[src/rtl/dual_issue_scheduler_pkg.sv]
// Shared types and constants for the dual-issue decode scheduler.
// Holds the FSM encodings, register constants and the register-match helper.
package dual_issue_scheduler_pkg;

  typedef enum logic [1:0] {
    S_PAIR    = 2'd0,
    S_SPLIT2  = 2'd1,
    S_LDSTALL = 2'd2
  } schedState_e;

  localparam logic [4:0] REG_ZERO   = 5'd0;
  localparam logic [4:0] REG_STATUS = 5'd30;
  localparam int MD_LATENCY_DEF     = 32;

  // r0 never creates a dependency
  function automatic logic regMatch(
    input logic [4:0] a,
    input logic [4:0] b
  );
    return (a != REG_ZERO) && (a == b);
  endfunction

endpackage

[src/rtl/dual_issue_scheduler_md_busy_counter.sv]
// Busy counter for the shared mult/div unit.
// Loads the latency on start, counts down and saturates at zero.
module md_busy_counter #(
  parameter int MD_LATENCY = 32,
  parameter int CNT_W      = 6
) (
  input  logic clock,
  input  logic reset,
  input  logic start,
  output logic busy
);

  logic [CNT_W-1:0] cnt;

  always_ff @(posedge clock or posedge reset) begin
    if (reset) begin
      cnt <= '0;
    end else if (start) begin
      cnt <= CNT_W'(MD_LATENCY);
    end else if (cnt != '0) begin
      cnt <= cnt - CNT_W'(1);
    end
  end

  assign busy = (cnt != '0);

endmodule

[src/rtl/dual_issue_scheduler.sv]
// Decode-stage issue controller for the 2-wide pipeline.
// Optional perf counters are built when SCHED_PERF_EN is defined.
module dual_issue_scheduler
  import dual_issue_scheduler_pkg::*;
#(
  parameter int MD_LATENCY = MD_LATENCY_DEF,
  parameter int CNT_W      = 6
) (
  input  logic       clock,
  input  logic       reset,
  input  logic       flush,
  input  logic       D_valid_1,
  input  logic       D_valid_2,
  input  logic [4:0] D_rs_1,
  input  logic [4:0] D_rs_2,
  input  logic [4:0] D_rt_1,
  input  logic [4:0] D_rt_2,
  input  logic [4:0] D_rd_1,
  input  logic [4:0] D_rd_2,
  input  logic       D_regWrite_1,
  input  logic       D_regWrite_2,
  input  logic       D_isMD_1,
  input  logic       D_isMD_2,
  input  logic       D_isBr_1,
  input  logic [4:0] DX_rd_1,
  input  logic [4:0] DX_rd_2,
  input  logic       DX_memToReg_1,
  input  logic       DX_memToReg_2,
  output logic       issue_1,
  output logic       issue_2,
  output logic       stall_F,
  output logic       md_start,
  output logic       md_sel,
  output logic       md_busy
`ifdef SCHED_PERF_EN
  ,
  output logic [31:0] perf_stall,
  output logic [31:0] perf_split
`endif
);

  schedState_e state;
  schedState_e stateNext;

  logic pend1, pend2;
  logic lu1, lu2;
  logic str1, str2;
  logic raw, waw, mustSplit;
  logic iss1, iss2;
  logic stallRaw;

  function automatic logic luHit(
    input logic       ld,
    input logic [4:0] dxRd,
    input logic [4:0] rs,
    input logic [4:0] rt
  );
    return ld & (regMatch(dxRd, rs) | regMatch(dxRd, rt));
  endfunction

  always_comb begin
    pend1 = (state == S_PAIR) & D_valid_1;
    pend2 = (state != S_LDSTALL) & D_valid_2;

    lu1 = pend1 &
          (luHit(DX_memToReg_1, DX_rd_1, D_rs_1, D_rt_1) |
           luHit(DX_memToReg_2, DX_rd_2, D_rs_1, D_rt_1));
    lu2 = pend2 &
          (luHit(DX_memToReg_1, DX_rd_1, D_rs_2, D_rt_2) |
           luHit(DX_memToReg_2, DX_rd_2, D_rs_2, D_rt_2));

    str1 = pend1 & D_isMD_1 & md_busy;
    str2 = pend2 & D_isMD_2 & md_busy;

    raw = D_regWrite_1 &
          (regMatch(D_rd_1, D_rs_2) | regMatch(D_rd_1, D_rt_2));
    waw = D_regWrite_1 & D_regWrite_2 & regMatch(D_rd_1, D_rd_2);
    mustSplit = raw | waw | D_isBr_1 | (D_isMD_1 & D_isMD_2);
  end

  always_comb begin
    iss1      = 1'b0;
    iss2      = 1'b0;
    stateNext = state;
    unique case (state)
      S_PAIR: begin
        if (lu1 | lu2) begin
          stateNext = S_LDSTALL;
        end else if (!str1) begin
          iss1 = pend1;
          if (pend2) begin
            if (str2 | (pend1 & mustSplit)) begin
              if (pend1) stateNext = S_SPLIT2;
            end else begin
              iss2 = 1'b1;
            end
          end
        end
      end
      S_SPLIT2: begin
        iss2 = pend2 & ~lu2 & ~str2;
        if (iss2 | ~pend2) stateNext = S_PAIR;
      end
      S_LDSTALL: stateNext = S_PAIR;
      default:   stateNext = S_PAIR;
    endcase
    // the squashed pair is not pending, so the front end is not held
    if (flush) begin
      iss1      = 1'b0;
      iss2      = 1'b0;
      stateNext = S_PAIR;
    end
  end

  always_comb begin
    if (state == S_LDSTALL) stallRaw = 1'b1;
    else stallRaw = (pend1 & ~iss1) | (pend2 & ~iss2);
  end

  assign issue_1  = ~reset & iss1;
  assign issue_2  = ~reset & iss2;
  assign stall_F  = ~reset & ~flush & stallRaw;
  assign md_start = ~reset & ((iss1 & D_isMD_1) | (iss2 & D_isMD_2));
  assign md_sel   = ~reset & iss2 & D_isMD_2 & ~(iss1 & D_isMD_1);

  always_ff @(posedge clock or posedge reset) begin
    if (reset) state <= S_PAIR;
    else state <= stateNext;
  end

  md_busy_counter #(
    .MD_LATENCY(MD_LATENCY),
    .CNT_W     (CNT_W)
  ) u_cnt (
    .clock(clock),
    .reset(reset),
    .start(md_start),
    .busy (md_busy)
  );

`ifdef SCHED_PERF_EN
  always_ff @(posedge clock or posedge reset) begin
    if (reset) begin
      perf_stall <= '0;
      perf_split <= '0;
    end else begin
      if (stall_F & (D_valid_1 | D_valid_2))
        perf_stall <= perf_stall + 32'd1;
      if ((state == S_PAIR) & (stateNext == S_SPLIT2))
        perf_split <= perf_split + 32'd1;
    end
  end
`endif

endmodule

[config.mk]
export PLATFORM = sky130hd
export DESIGN_NAME = dual_issue_scheduler
export DESIGN_NICKNAME = d
export VERILOG_FILES = /design/src/rtl/dual_issue_scheduler_pkg.sv /design/src/rtl/dual_issue_scheduler_md_busy_counter.sv /design/src/rtl/dual_issue_scheduler.sv
export SDC_FILE = /design/constraint.sdc
export NUM_CORES = 1
export LEC_CHECK = 0
export CAP_MARGIN = 25
export CORE_MARGIN = 5
export CORE_UTILIZATION = 30
export CTS_BUF_LIST = sky130_fd_sc_hd__clkbuf_4
export CTS_CLUSTER_SIZE = 20
export DETAILED_ROUTE_END_ITERATION = 12
export SETUP_SLACK_MARGIN = 0.02
export SLEW_MARGIN = 20
export SYNTH_ARGS = -nofsm -noshare
export SYNTH_HDL_FRONTEND = slang
export SYNTH_SLANG_ARGS = --single-unit
[constraint.sdc]
create_clock -name clock -period 6.5 [get_ports clock]
set_input_delay 1.3 -clock clock [delete_from_list [all_inputs] [get_ports clock]]
set_output_delay 1.3 -clock clock [all_outputs]
set_load 0.01 [all_outputs]
==> metrics.cfg, run 1 <==
[cells_and_area]
stdcell_count = 275
antenna_cells = 0
final_cell_mix = 57 x clkdlybuf4s50_1, 42 x xor2_1, 14 x nor2_1, 14 x xnor2_1
final_layout_size_suffix_gt1_share_pct = 5.38
postLayoutCellArea_mm2 = 0.00196
fin_util_pct = 44.7
final_common_cell = clkdlybuf4s50_1
syn2layout_area_growth_pct = 43.6
nets = 278

[power]
clockPowerShare_pct = 12.7
pwr-share-comb_pct = 59.0
cellPowerDensity_mw_per_mm2 = 153
seqPwrFrac_pct = 28.2
cell_internal_pwr_uw = 183
total_leakage_power_nw = 0.739
vdd_drop_max_mv = 0.0686
swShare_pct = 39.1
p_switching_uw = 117

[setup_path]
criticalPathCategory = primary input to primary output
reg2reg_slack_ps = 4060
critPathBufInv = 2
slowest_stage = or4_4
critical_path.most_common_cell = clkdlybuf4s50_1
r2r-start = u_cnt.cnt[0]
cp-startpoint = DX_rd_1[1]
cpPeakStageDelay_ps = 590
r2r_cells = 8
cp.arrival_ps = 4270
worstPathRequired_ps = 5200
cp_cell_sequence = clkdlybuf4s50_1 -> or4_4 -> o21ai_2 -> o22ai_2 -> a311oi_4 -> a41oi_2 -> o31ai_1 -> clkdlybuf4s50_1
crit_family = compound AO/OA/AOI/OAI gates
cp-end-kind = primary output
start_kind = primary input
crit_path_max_fanout = 9
reg2reg_to = u_cnt.cnt[0]

[placement]
place_area_mm2 = 0.00194
dp.cells = 272
dpl_worst_slack_ps = 921
io_buffers = 57
gp_congestion = 0.768
dp_hpwl_um = 3280

[floorplanning]
fp-row-count = 24
ioPinCount = 58
die_x_um = 77.5
die_area_mm2 = 0.00600
die_y_um = 77.5
start_util_pct = 31.1
core_mm2 = 0.00438

[sta]
worst_pin_slew_ps = 460
timing.final.ws_setup_ps = 928
rsz0062_at_grt = false
period_share_pct = 85.7
max_freq_mhz = 179
skew_ps = 6.94
hold_viol_final = 0
tns_ps = 0
min_period_ps = 5570
finalSetupViolCount = 0
slew_violations = 0
maxSlewHeadroom_pct = 69.3

[global_route]
overflow = 0
antenna_found_initial = 0
grt_max_degree = 11
grt_first_pass_wirelength_um = 6470
grt_usage_pct = 12.7
grt_pass1_vias = 1449

[clock_network]
clock_latency_ps = 260
clock-root-buffer = clkbuf_4
clkSinkCount = 8
post_cts_resized = 0
path_clk_slew_ps = 50
cts_tree = done
cts-hold-fix-buffers = 0
cts_buffer_depth = 2
cts_buffers = 3
htree_num_levels = 1
cts_setup_buffers = 0

[synthesis]
ys_warn_count = 0
ys_async_sr_fraction_pct = 100
synth.avg_cell_area_um2 = 7.89
synth-seq-cells = 8
synth_nets = 226
yosysUniqueCellTypes = 39
synth-main-ff-cell = dfrtp_1
synth_edf_count = 0
yosysSeqAreaShare_pct = 14.7
syn_inst = 173
synth_area_mm2 = 0.00137

[hold_path]
hold_class = flip-flop to flip-flop
hold_path_depth = 1
hold_end = u_cnt.cnt[2]
min-delay-start = u_cnt.cnt[2]

[detailed_routing]
drt-wirelength-per-cell_um = 13.7
ant_nets = 0
via_per_inst = 5.11
via_count = 1405
drc_errors = 0
wl_um = 3760
drt_iter0_markers = 67
drt-pass1-iter-count = 4

[flow_run]
max-cap-violations = 0

[outcome]
outcome = finished, final reports clean

==> synthesized netlist by cell type (2+ instances only) <==
master / instances / area (µm²)
mux2i_1: 2 / 20.0
or4_4: 2 / 22.5
nand2_1: 13 / 48.8
xor2_1: 42 / 368
nor3_1: 13 / 65.1
xnor2_1: 14 / 123
nand3_1: 9 / 45.0
a41oi_2: 2 / 32.5
nor4_1: 2 / 12.5
buf_6: 2 / 22.5
o21ai_0: 6 / 30.0
a22oi_1: 2 / 15.0
nor2_1: 14 / 52.6
dfrtp_1: 8 / 200
a21oi_1: 2 / 10.0
inv_1: 5 / 18.8
buf_2: 8 / 40.0
nand4_1: 4 / 25.0
o21a_1: 2 / 15.0
a211oi_1: 2 / 15.0
==> final cells by class <==
| class | instances | area (µm²) |
|---|---|---|
| well taps | 52 | 65.1 |
| inverters | 5 | 18.8 |
| fillers | 440 | 2420 |
| clock buffers | 3 | 22.5 |
| repair buffers | 57 | 571 |
| multi-input cells | 150 | 1080 |
| flip-flops and latches | 8 | 200 |
==> worst max path at each step <==
stage | to | slack (ps) | cells past startpoint
3_5_place_dp | md_start | 920 | 8
4_1_cts | md_start | 920 | 8
6_report | md_start | 930 | 8
5_1_grt | md_start | 770 | 8
3_3_place_gp | md_start | 940 | 8
2_1_floorplan | md_start | 1950 | 7
==> worst reg2reg max path, delay by kind of cell, from the launching register on <==
family	cells	cell delay, ps
flops	1	370
fa+ha+maj	1	250
buf+inv	1	100
compound gates	4	1040
simple gates	2	580
==> routing by layer <==
metal  vias up  part of all wire [%]  GRT usage (%)
met1       628                    44           16.3
met2        66                    47           22.0
met5         -                     0              0
met4         0                  0.61           2.06
met3         4                   9.2           3.13
li1        707                     -              -
==> logic make-up (layout without fill, tap and decap cells) <==
group | Yosys count | in the layout | share of synthesized area [%]
buffers and inverters | 15 | 65 | 5.96
adder cells (fa/ha/maj) | 1 | 1 | 0.916
flip-flops | 8 | 8 | 14.7
multiplexers | 2 | 2 | 1.47
AO/OA/AOI/OAI | 28 | 28 | 18.2
AND/OR/NAND/NOR | 63 | 63 | 22.8
XOR/XNOR | 56 | 56 | 35.9
==> registers in the layout, indices dropped and copies added (netlist names) <==
signal,flops
u_cnt.cnt,6
state,2
==> through the flow <==
stage | power [mW] | hold WS, ps
floorplan | 0.199 | 454
global placement | 0.264 | 486
detailed placement | 0.264 | 487
CTS | 0.304 | 495
global route | 0.335 | 512
finish | 0.300 | 493
==> power by group through the flow <==
stage                     logic, mW  registers (mW)  clock network [mW]
final                         0.177          0.0846              0.0382
after global routing          0.203          0.0884              0.0436
after CTS                     0.180          0.0846              0.0400
after detailed placement      0.179          0.0853                   0
after global placement        0.179          0.0849                   0
after floorplan               0.118          0.0817                   0
No activity file was read; power rests on OpenSTA's default activity.
==> inputs of run 2 (changes only) <==
--- a/config.mk
+++ b/config.mk
@@ -6,7 +6,7 @@
 export NUM_CORES = 1
 export LEC_CHECK = 0
 export CAP_MARGIN = 25
-export CORE_MARGIN = 5
+export CORE_MARGIN = 2
 export CORE_UTILIZATION = 30
 export CTS_BUF_LIST = sky130_fd_sc_hd__clkbuf_4
 export CTS_CLUSTER_SIZE = 20
==> metrics.cfg, run 2 (synthesis gave the netlist of run 1 again) <==
[cells_and_area]
fin_util_pct = 45.0
nets = 278
syn2layout_area_growth_pct = 43.6
antenna_cells = 0
final_layout_size_suffix_gt1_share_pct = 5.38
fillCellCount = 452
final_cell_mix = 57 x clkdlybuf4s50_1, 42 x xor2_1, 14 x nor2_1, 14 x xnor2_1
final_common_cell = clkdlybuf4s50_1
largest_register_ffs = 6
regMostFlops = u_cnt.cnt
top_regs = u_cnt.cnt x6, state x2

[clock_network]
clock_latency_ps = 260
cts_tree = done
htree_num_levels = 1
cts-hold-fix-buffers = 0
cts_buffers = 3
clkSinkCount = 8
path_clk_slew_ps = 50
cts_setup_buffers = 0
cts_buffer_depth = 2
clock-root-buffer = clkbuf_4
post_cts_resized = 0

[floorplanning]
ioPinCount = 58
core_mm2 = 0.00435
die_area_mm2 = 0.00511
start_util_pct = 31.4
fp-row-count = 24
die_x_um = 71.5
die_y_um = 71.5

[setup_path]
reg2reg_slack_ps = 4000
r2r_cells = 8
critical_path.most_common_cell = clkdlybuf4s50_1
slowest_stage = or4_4
cp.arrival_ps = 4290
r2r-start = u_cnt.cnt[0]
cp-startpoint = DX_rd_1[1]
cp-end-kind = primary output
cpPeakStageDelay_ps = 590
start_kind = primary input
reg2reg_to = u_cnt.cnt[0]
crit_path_max_fanout = 9
cp_cell_sequence = clkdlybuf4s50_1 -> or4_4 -> o21ai_2 -> o22ai_2 -> a311oi_4 -> a41oi_2 -> o31ai_1 -> clkdlybuf4s50_1
worstSetupEndpoint = md_start
criticalPathCategory = primary input to primary output
worstPathRequired_ps = 5200

[placement]
io_buffers = 57
gp_congestion = 0.825
dp_hpwl_um = 3170

[detailed_routing]
wl_um = 3670
via_count = 1418
via_per_inst = 5.16
drc_errors = 0
drt-wirelength-per-cell_um = 13.4
ant_nets = 0
drt_iter0_markers = 145
drt-pass1-iter-count = 4

[power]
cell_internal_pwr_uw = 183
total_leakage_power_nw = 0.739
vdd_drop_max_mv = 0.0671
clockPowerShare_pct = 12.9
p_switching_uw = 120
seqPwrFrac_pct = 27.9
cellPowerDensity_mw_per_mm2 = 155
pwr-share-comb_pct = 59.2
swShare_pct = 39.5

[global_route]
antenna_found_initial = 0
grt_max_degree = 11
grt_pass1_vias = 1425
overflow = 0
grt_first_pass_wirelength_um = 6260
grt_usage_pct = 15.2

[outcome]
outcome = finished, final reports clean

[sta]
min_period_ps = 5590
period_share_pct = 86.0
slew_violations = 0
finalSetupViolCount = 0
maxSlewHeadroom_pct = 69.7
worst_pin_slew_ps = 450
rsz0062_at_grt = false
skew_ps = 7.33
hold_viol_final = 0
tns_ps = 0
max_freq_mhz = 179

[hold_path]
hold_class = flip-flop to flip-flop
hold_path_depth = 1

[flow_run]
max-cap-violations = 0

run 2: worst max-delay path: cells and delay by family:
family | cells | cell delay (ps)
AO/OA/AOI/OAI | 5 | 1280
buffers and inverters | 2 | 1110
AND/OR/NAND/NOR | 1 | 590
run 2: final cells by class:
| class | instances | area, µm² | area share [%] |
|---|---|---|---|
| Sequential cell | 8 | 200 | 10.2 |
| Clock buffer | 3 | 22.5 | 1.15 |
| Timing Repair Buffer | 57 | 571 | 29.1 |
| Tap cell | 52 | 65.1 | 3.32 |
| Inverter | 5 | 18.8 | 0.957 |
| Multi-Input combinational cell | 150 | 1080 | 55.3 |
run 2: power by group through the flow:
stage	logic [mW]	clock network (mW)	registers (mW)
after detailed placement	0.181	0	0.0856
after floorplan	0.118	0	0.0817
after CTS	0.182	0.0404	0.0846
final	0.179	0.0392	0.0847
after global routing	0.201	0.0422	0.0885
after global placement	0.179	0	0.0849
run 2: through the flow:
stage               total power, mW  worst slack (ps)  hold WS (ps)  instance area [µm²]  cells
global placement              0.264               951           484                 1940    272
global route                  0.331               706           522                 1960    275
detailed placement            0.266               895           485                 1940    272
floorplan                     0.199              1950           454                 1370    173
CTS                           0.307               890           495                 1960    275
finish                        0.303               909           495                 1960    275
run 2: worst min-delay path by stage:
| stage | startpoint | endpoint |
|---|---|---|
| 6_report | u_cnt.cnt[2] | u_cnt.cnt[2] |
| 5_1_grt | state[1] | state[1] |
| 4_1_cts | state[1] | state[1] |
| 3_5_place_dp | state[1] | state[1] |
| 3_3_place_gp | u_cnt.cnt[2] | u_cnt.cnt[2] |
| 2_1_floorplan | state[1] | state[1] |
run 2: metal layers:
layer | vias to the layer above | track usage (%) | part of all wire, %
met1 | 638 | 18.1 | 41
li1 | 708 | - | -
met5 | - | 0 | 0
met3 | 5 | 2.39 | 8.3
met4 | 0 | 3.77 | 0.68
met2 | 67 | 28.1 | 50
==> inputs of run 3 (changes only) <==
--- a/config.mk
+++ b/config.mk
@@ -12,7 +12,6 @@
 export CTS_CLUSTER_SIZE = 20
 export DETAILED_ROUTE_END_ITERATION = 12
 export SETUP_SLACK_MARGIN = 0.02
-export SLEW_MARGIN = 20
 export SYNTH_ARGS = -nofsm -noshare
 export SYNTH_HDL_FRONTEND = slang
 export SYNTH_SLANG_ARGS = --single-unit
==> constraint.sdc (replaced) <==
create_clock -name clock -period 5.79 [get_ports clock]
set_input_delay 1.158 -clock clock [delete_from_list [all_inputs] [get_ports clock]]
set_output_delay 1.158 -clock clock [all_outputs]
set_load 0.01 [all_outputs]
==> metrics.cfg, run 3 (synthesis gave the netlist of run 1 again) <==
[cells_and_area]
syn2layout_area_growth_pct = 43.6
postLayoutCellArea_mm2 = 0.00196
top_regs = u_cnt.cnt x6, state x2
nets = 278
regMostFlops = u_cnt.cnt
final_cell_mix = 57 x clkdlybuf4s50_1, 42 x xor2_1, 14 x nor2_1, 14 x xnor2_1
largest_register_ffs = 6
fillCellCount = 425
antenna_cells = 0
fin_util_pct = 45.0
final_common_cell = clkdlybuf4s50_1
final_layout_size_suffix_gt1_share_pct = 5.38
multi_input_area_mm2 = 0.00108
seq_area_um2 = 200

[power]
cellPowerDensity_mw_per_mm2 = 173
vdd_drop_max_mv = 0.0668
total_leakage_power_nw = 0.739

[clock_network]
cts_buffer_depth = 2
clkSinkCount = 8
clock-root-buffer = clkbuf_4
post_cts_resized = 0
clock_latency_ps = 260
path_clk_slew_ps = 60
htree_num_levels = 1
cts-hold-fix-buffers = 0
cts_tree = done
cts_setup_buffers = 0
cts_buffers = 3

[floorplanning]
core_mm2 = 0.00435
die_x_um = 71.5
die_y_um = 71.5
die_area_mm2 = 0.00511
start_util_pct = 31.4
fp-row-count = 24
ioPinCount = 58

[global_route]
overflow = 0
grt_max_degree = 11
grt_usage_pct = 15.3
antenna_found_initial = 0
grt_first_pass_wirelength_um = 6430
grt_pass1_vias = 1480

[setup_path]
criticalPathCategory = primary input to primary output
crit_path_max_fanout = 9
r2r_cells = 8
cp-end-kind = primary output
cp-startpoint = DX_rd_2[1]
critical_path.most_common_cell = clkdlybuf4s50_1
reg2reg_slack_ps = 3320
start_kind = primary input
worstPathRequired_ps = 4630
slowest_stage = or4_4
cp_cell_sequence = clkdlybuf4s50_1 -> or4_4 -> o21ai_4 -> o22ai_2 -> a311oi_4 -> a41oi_2 -> o31ai_1 -> clkdlybuf4s50_1
worstSetupEndpoint = md_start
r2r-start = u_cnt.cnt[1]
reg2reg_to = u_cnt.cnt[0]
cp.arrival_ps = 4150
cpPeakStageDelay_ps = 600

[sta]
period_share_pct = 91.7
timing.final.ws_setup_ps = 479
holdWs_ps = 494
hold_viol_final = 0
skew_ps = 7.12
max_freq_mhz = 188
maxSlewHeadroom_pct = 68.6
slew_violations = 0
rsz0062_at_grt = false
finalSetupViolCount = 0
min_period_ps = 5310
tns_ps = 0
worst_pin_slew_ps = 470

[outcome]
outcome = finished, final reports clean

[placement]
dpl_worst_slack_ps = 488
gp_congestion = 0.825
dp_hpwl_um = 3120
place_area_mm2 = 0.00194
io_buffers = 57

[detailed_routing]
drc_errors = 0
drt_iter0_markers = 125
via_per_inst = 5.20
drt-pass1-iter-count = 4
via_count = 1430
drt-wirelength-per-cell_um = 13.2
wl_um = 3640
ant_nets = 0

[hold_path]
hold_class = flip-flop to flip-flop

[flow_run]
max-cap-violations = 0

[run 3: critical path: cells and delay by family]
kind / cells / cell delay, ps
AO/OA/AOI/OAI: 5 / 1280
buffers and inverters: 2 / 1120
AND/OR/NAND/NOR: 1 / 600
[run 3: through the flow]
stage,power [mW],instances
floorplan,0.224,173
global placement,0.296,272
detailed placement,0.298,272
CTS,0.343,275
global route,0.374,275
finish,0.338,275
[run 3: power breakdown]
group	switching [mW]	internal, mW	leakage (nW)
sequential	0.0159	0.0784	0.0985
combinational	0.0967	0.103	0.627
clock	0.0204	0.0238	0.0138
[run 3: layout make-up]
class / instances / area share [%]
Multi-Input combinational cell: 150 / 55.3
Timing Repair Buffer: 57 / 29.1
Sequential cell: 8 / 10.2
Tap cell: 52 / 3.32
Clock buffer: 3 / 1.15
Inverter: 5 / 0.957
[run 3: how the worst min path moves through the flow]
stage	start	slack, ps	endpoint	cells after the start
after floorplan	state[1]	450	state[1]	1
after global placement	u_cnt.cnt[2]	480	u_cnt.cnt[2]	1
after detailed placement	state[1]	490	state[1]	1
after CTS	state[1]	490	state[1]	1
after global routing	state[1]	520	state[1]	1
final	state[1]	490	state[1]	1
[run 3: per-layer routing]
| metal | vias up | GRT usage, % | share of wire (%) |
|---|---|---|---|
| met1 | 648 | 19.6 | 42 |
| li1 | 711 | - | - |
| met3 | 7 | 2.39 | 7.6 |
| met2 | 64 | 26.6 | 49 |
| met5 | - | 0 | 0 |
| met4 | 0 | 4.40 | 1.3 |
